$ cat src/rtl/tdc_readout_pkg.sv
// Shared constants for the TDC readout path: frame sync byte, FSM state
// encodings and the data-byte count helper used to size the serializer.
package tdc_readout_pkg;

    // First byte of every frame so the host can find word boundaries.
    localparam logic [7:0] TDC_SYNC_BYTE = 8'hA5;

    // Serializer FSM state encodings.
    localparam logic [2:0] ST_IDLE  = 3'd0;
    localparam logic [2:0] ST_LOAD  = 3'd1;
    localparam logic [2:0] ST_START = 3'd2;
    localparam logic [2:0] ST_BITS  = 3'd3;
    localparam logic [2:0] ST_STOP  = 3'd4;

    // Number of whole bytes needed to carry a data_w-bit result word.
    function automatic int tdc_num_bytes(input int data_w);
        return (data_w + 7) / 8;
    endfunction

endpackage

$ cat src/rtl/tdc_fifo.sv
// Small synchronous FIFO for TDC result words. A write presented while full
// is still accepted when a read happens in the same cycle, because the read
// frees the slot being written.
module tdc_fifo
    import tdc_readout_pkg::*;
#(
    parameter int DATA_W = 24,
    parameter int DEPTH  = 8,
    localparam int AW    = $clog2(DEPTH),
    localparam int LW    = AW + 1
) (
    input  logic              i_clk,
    input  logic              i_rst,
    input  logic              i_wr,
    input  logic [DATA_W-1:0] i_wdata,
    input  logic              i_rd,
    output logic [DATA_W-1:0] o_rdata,
    output logic              o_full,
    output logic              o_empty,
    output logic [LW-1:0]     o_level
);

    localparam logic [LW-1:0] FULL_COUNT = LW'(DEPTH);

    logic [DATA_W-1:0] r_mem [DEPTH];
    logic [AW-1:0]     r_wr_ptr;
    logic [AW-1:0]     r_rd_ptr;
    logic [LW-1:0]     r_count;

    logic w_full;
    logic w_empty;
    logic w_do_wr;
    logic w_do_rd;

    assign w_full  = (r_count == FULL_COUNT);
    assign w_empty = (r_count == {LW{1'b0}});
    assign w_do_wr = i_wr & (~w_full | i_rd);
    assign w_do_rd = i_rd & ~w_empty;

    assign o_rdata = r_mem[r_rd_ptr];
    assign o_full  = w_full;
    assign o_empty = w_empty;
    assign o_level = r_count;

    // Storage array; contents are don't-care until written, so no reset.
    always_ff @(posedge i_clk) begin
        if (w_do_wr) begin
            r_mem[r_wr_ptr] <= i_wdata;
        end
    end

    // Pointers and occupancy count, cleared to empty on reset.
    always_ff @(posedge i_clk) begin
        if (i_rst) begin
            r_wr_ptr <= {AW{1'b0}};
            r_rd_ptr <= {AW{1'b0}};
            r_count  <= {LW{1'b0}};
        end else begin
            if (w_do_wr) begin
                r_wr_ptr <= r_wr_ptr + AW'(1);
            end
            if (w_do_rd) begin
                r_rd_ptr <= r_rd_ptr + AW'(1);
            end
            case ({w_do_wr, w_do_rd})
                2'b10:   r_count <= r_count + LW'(1);
                2'b01:   r_count <= r_count - LW'(1);
                default: r_count <= r_count;
            endcase
        end
    end

endmodule

$ cat src/rtl/tdc_readout.sv
// TDC result readout: captures each result word on the rising edge of the
// done strobe into a FIFO and sends it to the host as an 8N1 UART frame made
// of a sync byte followed by the zero-extended word, most significant byte
// first, each byte LSB first on the wire.
module tdc_readout
    import tdc_readout_pkg::*;
#(
    parameter int DATA_W       = 24,
    parameter int FIFO_DEPTH   = 8,
    parameter int CLKS_PER_BIT = 868,
    localparam int LVL_W       = $clog2(FIFO_DEPTH) + 1
) (
    input  logic              iClk,
    input  logic              iRst,
    input  logic [DATA_W-1:0] iData,
    input  logic              iValid,
    output logic              oTx,
    output logic              oBusy,
    output logic              oOverflow,
    output logic [LVL_W-1:0]  oLevel
);

    localparam int NB         = tdc_num_bytes(DATA_W);
    localparam int WORD_W     = NB * 8;
    localparam int CNT_W      = $clog2(CLKS_PER_BIT);
    localparam int BYTE_IDX_W = $clog2(NB + 1);

    localparam logic [CNT_W-1:0]      CNT_LAST      = CNT_W'(CLKS_PER_BIT - 1);
    localparam logic [BYTE_IDX_W-1:0] BYTE_IDX_LAST = BYTE_IDX_W'(NB);

    logic                  r_prev_valid;
    logic                  r_overflow;
    logic [2:0]            r_state;
    logic [CNT_W-1:0]      r_cnt;
    logic [2:0]            r_bit_idx;
    logic [BYTE_IDX_W-1:0] r_byte_idx;
    logic [7:0]            r_byte;
    logic [WORD_W-1:0]     r_word;
    logic                  r_tx;

    logic                  w_write;
    logic                  w_pop;
    logic                  w_drop;
    logic                  w_fifo_full;
    logic                  w_fifo_empty;
    logic [DATA_W-1:0]     w_fifo_rdata;
    logic [LVL_W-1:0]      w_fifo_level;
    logic [WORD_W-1:0]     w_head_word;
    logic                  w_bit_end;

    // One write per rising edge of the strobe, however long it is held.
    assign w_write     = iValid & ~r_prev_valid;
    assign w_pop       = (r_state == ST_LOAD);
    assign w_drop      = w_write & w_fifo_full & ~w_pop;
    assign w_head_word = WORD_W'(w_fifo_rdata);
    assign w_bit_end   = (r_cnt == CNT_LAST);

    tdc_fifo #(
        .DATA_W (DATA_W),
        .DEPTH  (FIFO_DEPTH)
    ) u_fifo (
        .i_clk   (iClk),
        .i_rst   (iRst),
        .i_wr    (w_write),
        .i_wdata (iData),
        .i_rd    (w_pop),
        .o_rdata (w_fifo_rdata),
        .o_full  (w_fifo_full),
        .o_empty (w_fifo_empty),
        .o_level (w_fifo_level)
    );

    // Strobe history for edge detection and the sticky overflow flag.
    always_ff @(posedge iClk) begin
        if (iRst) begin
            r_prev_valid <= 1'b0;
            r_overflow   <= 1'b0;
        end else begin
            r_prev_valid <= iValid;
            if (w_drop) begin
                r_overflow <= 1'b1;
            end
        end
    end

    // Serializer FSM with baud counter; the TX line is registered and set
    // together with the state it belongs to.
    always_ff @(posedge iClk) begin
        if (iRst) begin
            r_state    <= ST_IDLE;
            r_cnt      <= {CNT_W{1'b0}};
            r_bit_idx  <= 3'd0;
            r_byte_idx <= {BYTE_IDX_W{1'b0}};
            r_byte     <= 8'h00;
            r_word     <= {WORD_W{1'b0}};
            r_tx       <= 1'b1;
        end else begin
            case (r_state)
                ST_IDLE: begin
                    r_tx  <= 1'b1;
                    r_cnt <= {CNT_W{1'b0}};
                    if (!w_fifo_empty) begin
                        r_state <= ST_LOAD;
                    end
                end
                ST_LOAD: begin
                    r_word     <= w_head_word;
                    r_byte     <= TDC_SYNC_BYTE;
                    r_byte_idx <= {BYTE_IDX_W{1'b0}};
                    r_bit_idx  <= 3'd0;
                    r_cnt      <= {CNT_W{1'b0}};
                    r_tx       <= 1'b0;
                    r_state    <= ST_START;
                end
                ST_START: begin
                    if (w_bit_end) begin
                        r_cnt     <= {CNT_W{1'b0}};
                        r_bit_idx <= 3'd0;
                        r_tx      <= r_byte[0];
                        r_state   <= ST_BITS;
                    end else begin
                        r_cnt <= r_cnt + CNT_W'(1);
                    end
                end
                ST_BITS: begin
                    if (w_bit_end) begin
                        r_cnt <= {CNT_W{1'b0}};
                        if (r_bit_idx == 3'd7) begin
                            r_tx    <= 1'b1;
                            r_state <= ST_STOP;
                        end else begin
                            r_bit_idx <= r_bit_idx + 3'd1;
                            r_tx      <= r_byte[r_bit_idx + 3'd1];
                        end
                    end else begin
                        r_cnt <= r_cnt + CNT_W'(1);
                    end
                end
                ST_STOP: begin
                    if (w_bit_end) begin
                        r_cnt <= {CNT_W{1'b0}};
                        if (r_byte_idx != BYTE_IDX_LAST) begin
                            // Next data byte comes off the top of the word.
                            r_byte_idx <= r_byte_idx + BYTE_IDX_W'(1);
                            r_byte     <= r_word[WORD_W-1 -: 8];
                            r_word     <= r_word << 8;
                            r_tx       <= 1'b0;
                            r_state    <= ST_START;
                        end else if (!w_fifo_empty) begin
                            r_tx    <= 1'b1;
                            r_state <= ST_LOAD;
                        end else begin
                            r_tx    <= 1'b1;
                            r_state <= ST_IDLE;
                        end
                    end else begin
                        r_cnt <= r_cnt + CNT_W'(1);
                    end
                end
                default: begin
                    r_cnt   <= {CNT_W{1'b0}};
                    r_tx    <= 1'b1;
                    r_state <= ST_IDLE;
                end
            endcase
        end
    end

    assign oTx       = r_tx;
    assign oOverflow = r_overflow;
    assign oLevel    = w_fifo_level;
    assign oBusy     = (r_state != ST_IDLE) | (w_fifo_level != {LVL_W{1'b0}});

endmodule
$ cat config.mk
export PLATFORM = sky130hd
export DESIGN_NAME = tdc_readout
export DESIGN_NICKNAME = d
export VERILOG_FILES = /design/src/rtl/tdc_readout_pkg.sv /design/src/rtl/tdc_fifo.sv /design/src/rtl/tdc_readout.sv
export SDC_FILE = /design/constraint.sdc
export NUM_CORES = 1
export LEC_CHECK = 0
export CORE_MARGIN = 3
export CORE_UTILIZATION = 40
export CTS_CLUSTER_SIZE = 24
export DETAILED_ROUTE_END_ITERATION = 12
export HOLD_SLACK_MARGIN = 0.12
export PLACE_DENSITY = 0.62
export SYNTH_ARGS = -nofsm -noshare
export SYNTH_HDL_FRONTEND = slang
export SYNTH_SLANG_ARGS = --single-unit
$ cat constraint.sdc
create_clock -name iClk -period 9.35 [get_ports iClk]
set_input_delay 2.3375 -clock iClk [delete_from_list [all_inputs] [get_ports iClk]]
set_output_delay 2.3375 -clock iClk [all_outputs]
set_load 0.02 [all_outputs]
==> results of run 1 <==
==> sequential cells by signal, indices dropped and copies added, names as in the netlist, named ones only <==
name,cells
oOverflow,1
oTx,1
r_cnt,10
r_state,3
r_byte,8
u_fifo.r_wr_ptr,3
r_byte_idx,2
r_word,24
u_fifo.r_rd_ptr,3
r_prev_valid,1
r_bit_idx,3
u_fifo.r_mem,192
u_fifo.o_level,4
==> cell families (layout without fill, tap and decap cells) <==
family,Yosys count,in the layout,synth area share [%]
AO/OA/AOI/OAI,111,111,7.858
buffers and inverters,47,96,2.401
XOR/XNOR,15,15,1.273
multiplexers,92,92,10.83
adder cells (fa/ha/maj),9,9,1.091
flip-flops,258,258,68.69
AND/OR/NAND/NOR,161,161,7.858
==> path summary, 6_finish.rpt <==
check	cells past startpoint	slack, ns	endpoint
worst max-delay path	3	4.80	oBusy
worst min-delay path	1	0.45	r_cnt[0]
worst min register to register	1	0.45	r_cnt[0]
worst max register to register	9	6.10	u_fifo.o_level[3]
==> per-stage QoR <==
| step | cells | total power, mW | hold slack (ns) | setup slack (ns) | area (µm²) |
|---|---|---|---|---|---|
| floorplan | 693 | 1.647 | 0.4132 | 4.349 | 10320 |
| global placement | 1025 | 1.726 | 0.4292 | 4.605 | 10950 |
| detailed placement | 1025 | 1.741 | 0.4431 | 4.516 | 10950 |
| CTS | 1072 | 2.843 | 0.4514 | 4.766 | 11880 |
| global route | 1072 | 2.930 | 0.4816 | 4.684 | 11880 |
| finish | 1072 | 2.814 | 0.4486 | 4.802 | 11880 |
==> cells in the final DEF, fill, tap and decap left out, types with 4 or more instances in the layout <==
master           synthesis  layout
nor2b_1                  9       9
clkbuf_1                14       4
clkbuf_16                0      26
buf_4                    9      10
o22ai_1                 17      17
inv_1                    4       4
ha_1                     9       9
mux2_2                  37      37
nand2_1                 37      37
a22oi_1                  5       5
nor2_1                  58      56
nor3_1                  14      11
clkdlybuf4s50_1          0      33
a221oi_1                11      11
clkinv_1                 0       4
bufinv_16                0       6
a211oi_1                15      15
dfxtp_1                 66      64
edfxtp_1               192     192
xor2_1                   7       7
xnor2_1                  8       8
nor3_2                   3       5
nand2b_1                 4       4
a21oi_1                 19      19
o21ai_0                 12      12
and3_1                   7       7
nand3_1                  7       7
clkinv_2                 0       5
mux4_2                  12      12
mux2i_1                 43      43
a2111oi_0               11      11
==> worst reg2reg max path, delay by kind of cell (launching register included) <==
family	cells	cell delay [ns]
compound gates	3	0.82
xor+xnor	1	0.16
fa+ha+maj	1	0.41
flops	1	0.53
buf+inv	1	0.14
simple gates	3	1.06
==> per-layer routing <==
metal | vias to the layer above | global-route usage (%) | part of all wire [%]
met5 | - | 0 | 0
met2 | 96 | 23.28 | 48
li1 | 2737 | - | -
met1 | 2870 | 19.38 | 46
met4 | 0 | 3.802 | 2.5
met3 | 33 | 2.279 | 3.4
==> power breakdown <==
part	switching (mW)	leakage [nW]	internal (mW)
logic	0.187	1.09	0.159
registers	0.0742	2.28	1.30
clock network	0.419	0.447	0.678
total	0.681	3.82	2.13
==> layout make-up <==
cell class              instances  share of cell area, %
clock buffers                  30                  5.604
clock inverters                17                  2.170
inverters                       6                 0.1896
multi-input cells             388                  25.44
flip-flops and latches        258                  59.71
well taps                     330                  3.476
repair buffers                 43                  3.413
==> results.sh, run 1 <==
export IMPL_regArea_um2=7092
export IMPL_tightest_slew_ns=1.211
export IMPL_initial_core_util_pct=40.85
export IMPL_cts_made_buffers=26
export IMPL_antenna_cells_inserted=0
export IMPL_die_y_um=166.6
export IMPL_pwr_density_cell_nw_per_um2=236.9
export IMPL_overflow=0
export IMPL_crit_path_top_delay_cell="nor4_2"
export IMPL_grt_max_degree=63
export IMPL_vias_per_cell=5.351
export IMPL_power_leakage_nw=3.816
export IMPL_io_buffers=33
export IMPL_final_hold_viol_count=0
export IMPL_maxCapViolations=0
export IMPL_status="completed"
export IMPL_max_stage_delay_ns=0.61
export IMPL_wl_um=20030
export IMPL_dr_pass1_iters=4
export IMPL_clk_pin_slew_worst_paths_ns=0.06
export IMPL_ys_ff_latch=258
export IMPL_chipWidth_um=166.6
export IMPL_yosysWarnings=0
export IMPL_yosysMostFrequentCell="edfxtp_1"
export IMPL_gp_congestion=0.7780
export IMPL_ant_nets=0
export IMPL_nFillCells=2204
export IMPL_post_route_util_pct=47.03
export IMPL_ys_flop_type="edfxtp_1"
export IMPL_vias=5736
export IMPL_syn_to_final_growth_pct=15.12
export IMPL_layout_nets=759
export IMPL_ctsHoldBuffers=0
export IMPL_postSynthAreaPerCell_um2=14.89
export IMPL_async_flop_share_pct=0
export IMPL_setup_viol=0
export IMPL_htree_levels=1
export IMPL_clk_path_buf_depth=3
export IMPL_yosys_area_top_type_share_pct=55.88
export IMPL_crit_path_max_fanout=5
export IMPL_coreArea_um2=25250
export IMPL_startpoint_type="flop"
export IMPL_hold_class="reg2reg"
export IMPL_ios=34
export IMPL_worstReg2RegStart="r_state[0]"
export IMPL_ys_types=59
export IMPL_peakVddDrop_mv=0.1704
export IMPL_multi_input_area_um2=3022
export IMPL_yosysSeqAreaShare_pct=68.69
export IMPL_drc=0
export IMPL_cp_required_ns=7.01
export IMPL_syn_num_nets=729
export IMPL_max_freq_mhz=219.9
export IMPL_min_from="r_cnt[0]"
export IMPL_cp_top_family="simple AND/OR/NAND/NOR gates"
export IMPL_critPathArrivalTime_ns=2.21
export IMPL_post_cts_setup_buffers=0
export IMPL_syn_inst=693
export IMPL_finalSetupTns_ns=0
export IMPL_drt_iter0_markers=378
export IMPL_cts_tree="built"
export IMPL_die_area_um2=27760
export IMPL_numClockSinks=258
export IMPL_synth_edf_count=192
export IMPL_post_dp_hpwl_um=11970
export IMPL_min_period_ns=4.548
export IMPL_fp_row_count=58
export IMPL_relSlewSlack_pct=19.18
export IMPL_yosysTopAreaCell="edfxtp_1"
export IMPL_clockRootBuffer="clkbuf_16"
export IMPL_synth_commonest_cells="edfxtp_1, dfxtp_1, nor2_1"
export IMPL_crit_start="u_fifo.o_level[3]"
export IMPL_path_cells="nor4_2 -> nand3b_1 -> clkdlybuf4s50_1"
export IMPL_slew_violations=0
export IMPL_finClkSkew_ns=0.02103
export IMPL_clk_latency_ns=0.54
export IMPL_final_period_utilization_pct=48.64
export IMPL_endpoint_kind="output pin"
export IMPL_synthesis_area_um2=10320
export IMPL_worstSetupPathType="reg2out"
export IMPL_grt_use_total_pct=14.04
export IMPL_grt_pass1_wl_um=31680
export IMPL_antenna_found_initial=0
export IMPL_synth_area_top_cells="edfxtp_1, dfxtp_1, mux2i_1, mux2_2, mux4_2"
export IMPL_cts_resized_gates=0
export IMPL_grt_pass1_vias=5810
export IMPL_crit_buf_inv=1
export IMPL_drive_gt1_share_pct=16.44
export IMPL_wl_per_cell_um=18.68
export IMPL_rsz0062_at_grt="false"
(Power assumes the default switching activity.)
==> run 2, diff against run 1 <==
clock period = 4.2 ns   (was 9.35 ns; I/O delays follow)
==> run 2 against run 1 <==
Total power up 110%. Cell area decreased by 0.84%. Final cell count grew 0.37%. Clock power rose by 98%. Sequential power grew 120%. Die area unchanged. Critical path depth is 7 higher. Critical path type is now reg2reg. Via count increased by 1.6%. Clock skew is 0.0061 ns higher. Register-to-register slack worse by 5.1 ns. Worst hold slack got worse by 0.0038 ns.
==> results.sh, run 2 (synthesized netlist as in run 1, its figures left out) <==
export IMPL_grt_use_total_pct=14.65
export IMPL_die_area_um2=27760
export IMPL_ant_nets=0
export IMPL_largest_register_ffs=192
export IMPL_grt_pass1_wl_um=33020
export IMPL_maxCapViolations=0
export IMPL_cp_top_family="simple AND/OR/NAND/NOR gates"
export IMPL_cts_made_buffers=27
export IMPL_startpoint_type="flop"
export IMPL_min_to="r_cnt[0]"
export IMPL_reg_top3="u_fifo.r_mem x192, r_word x24, r_cnt x10"
export IMPL_hold_class="reg2reg"
export IMPL_clk_pin_slew_worst_paths_ns=0.06
export IMPL_critPathArrivalTime_ns=3.68
export IMPL_final_common_cell="edfxtp_1"
export IMPL_r2r_slack_ns=0.97
export IMPL_drt_iter0_markers=652
export IMPL_io_buffers=33
export IMPL_tightest_slew_ns=1.258
export IMPL_pwr_density_cell_nw_per_um2=510.8
export IMPL_clockRootBuffer="clkbuf_16"
export IMPL_numClockSinks=258
export IMPL_max_freq_mhz=309.6
export IMPL_vias_per_cell=5.414
export IMPL_ff2ff_path_depth=10
export IMPL_syn_to_final_growth_pct=14.15
export IMPL_clk_path_buf_depth=3
export IMPL_layout_common_cells="edfxtp_1, dfxtp_1, nor2_1"
export IMPL_drc=0
export IMPL_crit_path_max_fanout=12
export IMPL_clk_latency_ns=0.55
export IMPL_status="completed"
export IMPL_post_cts_setup_buffers=0
export IMPL_nFillCells=2210
export IMPL_worstReg2RegStart="r_state[0]"
export IMPL_overflow=0
export IMPL_coreArea_um2=25250
export IMPL_grt_pass1_vias=5997
export IMPL_cts_tree="built"
export IMPL_stdcell_count=1076
export IMPL_grt_max_degree=46
export IMPL_crit_path_top_delay_cell="a311oi_4"
export IMPL_path_cells="or3b_1 -> a311oi_4 -> inv_2 -> ha_1 -> xor2_1 -> ha_1 -> a21oi_1 -> xor2_1 -> or3_1 -> a21oi_1"
export IMPL_endpoint_kind="flop"
export IMPL_initial_core_util_pct=40.85
export IMPL_die_y_um=166.6
export IMPL_peakVddDrop_mv=0.3301
export IMPL_vias=5826
export IMPL_post_dp_hpwl_um=12760
export IMPL_min_period_ns=3.230
export IMPL_gp_congestion=0.7874
export IMPL_reg2reg_to="u_fifo.o_level[2]"
export IMPL_dr_pass1_iters=5
export IMPL_crit_buf_inv=1
export IMPL_layout_nets=762
export IMPL_fp_row_count=58
export IMPL_relSlewSlack_pct=15.80
export IMPL_antenna_found_initial=0
export IMPL_wl_um=20650
export IMPL_drive_gt1_share_pct=15.82
export IMPL_cts_resized_gates=0
export IMPL_regArea_um2=7092
export IMPL_finalSetupTns_ns=0
export IMPL_regMostFlops="u_fifo.r_mem"
export IMPL_hold_depth=1
export IMPL_worstSetupPathType="reg2reg"
export IMPL_ios=34
export IMPL_placed_cells=1027
export IMPL_setup_viol=0
export IMPL_htree_levels=1
export IMPL_multi_input_area_um2=3022
export IMPL_final_hold_viol_count=0
export IMPL_rsz0062_at_grt="false"
export IMPL_min_from="r_cnt[0]"
export IMPL_final_period_utilization_pct=76.91
export IMPL_max_stage_delay_ns=0.57
export IMPL_power_leakage_nw=3.771
export IMPL_finClkSkew_ns=0.02716
export IMPL_antenna_cells_inserted=0
export IMPL_cp_required_ns=4.65
export IMPL_chipWidth_um=166.6
export IMPL_wl_per_cell_um=19.19
export IMPL_slew_violations=0
export IMPL_ctsHoldBuffers=0
-- run 2: cell types whose count changed in the layout (fill, tap and decap cells not counted), sizes merged --
cell	change
buf	+2
bufinv	-5
clkbuf	+3
clkinv	+3
inv	+1
-- run 2: power breakdown --
| group | switching [mW] | internal (mW) |
|---|---|---|
| Sequential | 0.147 | 2.89 |
| Clock | 0.936 | 1.24 |
| Combinational | 0.451 | 0.354 |
-- run 2: worst reg2reg max path: cells and delay by family, from the launching register on --
family	cells	cell delay, ns
buf+inv	1	0.16
fa+ha+maj	2	0.48
simple gates	2	0.86
xor+xnor	2	0.26
flops	1	0.55
compound gates	3	0.85
-- run 2: how the worst max path moves through the flow --
stage | start | end | slack [ns] | depth (start not counted)
CTS | u_fifo.o_level[3] | oBusy | 0.95 | 3
global route | r_state[0] | u_fifo.o_level[2] | 0.79 | 10
floorplan | iValid | u_fifo.r_mem[0][0] | 0.49 | 4
finish | r_state[0] | u_fifo.o_level[2] | 0.97 | 10
detailed placement | iValid | u_fifo.o_level[2] | 0.61 | 11
global placement | iValid | u_fifo.o_level[2] | 0.71 | 11
-- run 2: area by class of cell --
class                      instances  share of cell area (%)
multi-input combinational        388                   25.66
sequential                       258                   60.21
timing repair buffer              45                   3.570
clock buffer                      33                   5.928
tap                              330                   3.506
inverter                           6                  0.1912
clock inverter                    16                  0.9349
-- run 2: layer usage --
| layer | up-vias | routed length (µm) | part of all wire (%) | GRT usage, % |
|---|---|---|---|---|
| met2 | 133 | 10130 | 49 | 24.96 |
| li1 | 2742 | - | - | - |
| met4 | 0 | 401 | 1.9 | 3.910 |
| met1 | 2918 | 9336 | 45 | 19.82 |
| met3 | 33 | 786 | 3.8 | 2.160 |
| met5 | - | 0 | 0 | 0 |
-- run 2: metrics by stage --
stage	hold WS, ns	utilization (%)	setup WS, ns	total power, mW	cell area [µm²]
floorplan	0.4132	-	0.4861	3.667	10320
global placement	0.4256	43.44	0.7107	3.856	10970
detailed placement	0.4389	43.44	0.6145	3.896	10970
CTS	0.4470	46.64	0.9454	6.080	11780
global route	0.4766	46.64	0.7903	6.288	11780
finish	0.4448	46.64	0.9696	6.016	11780
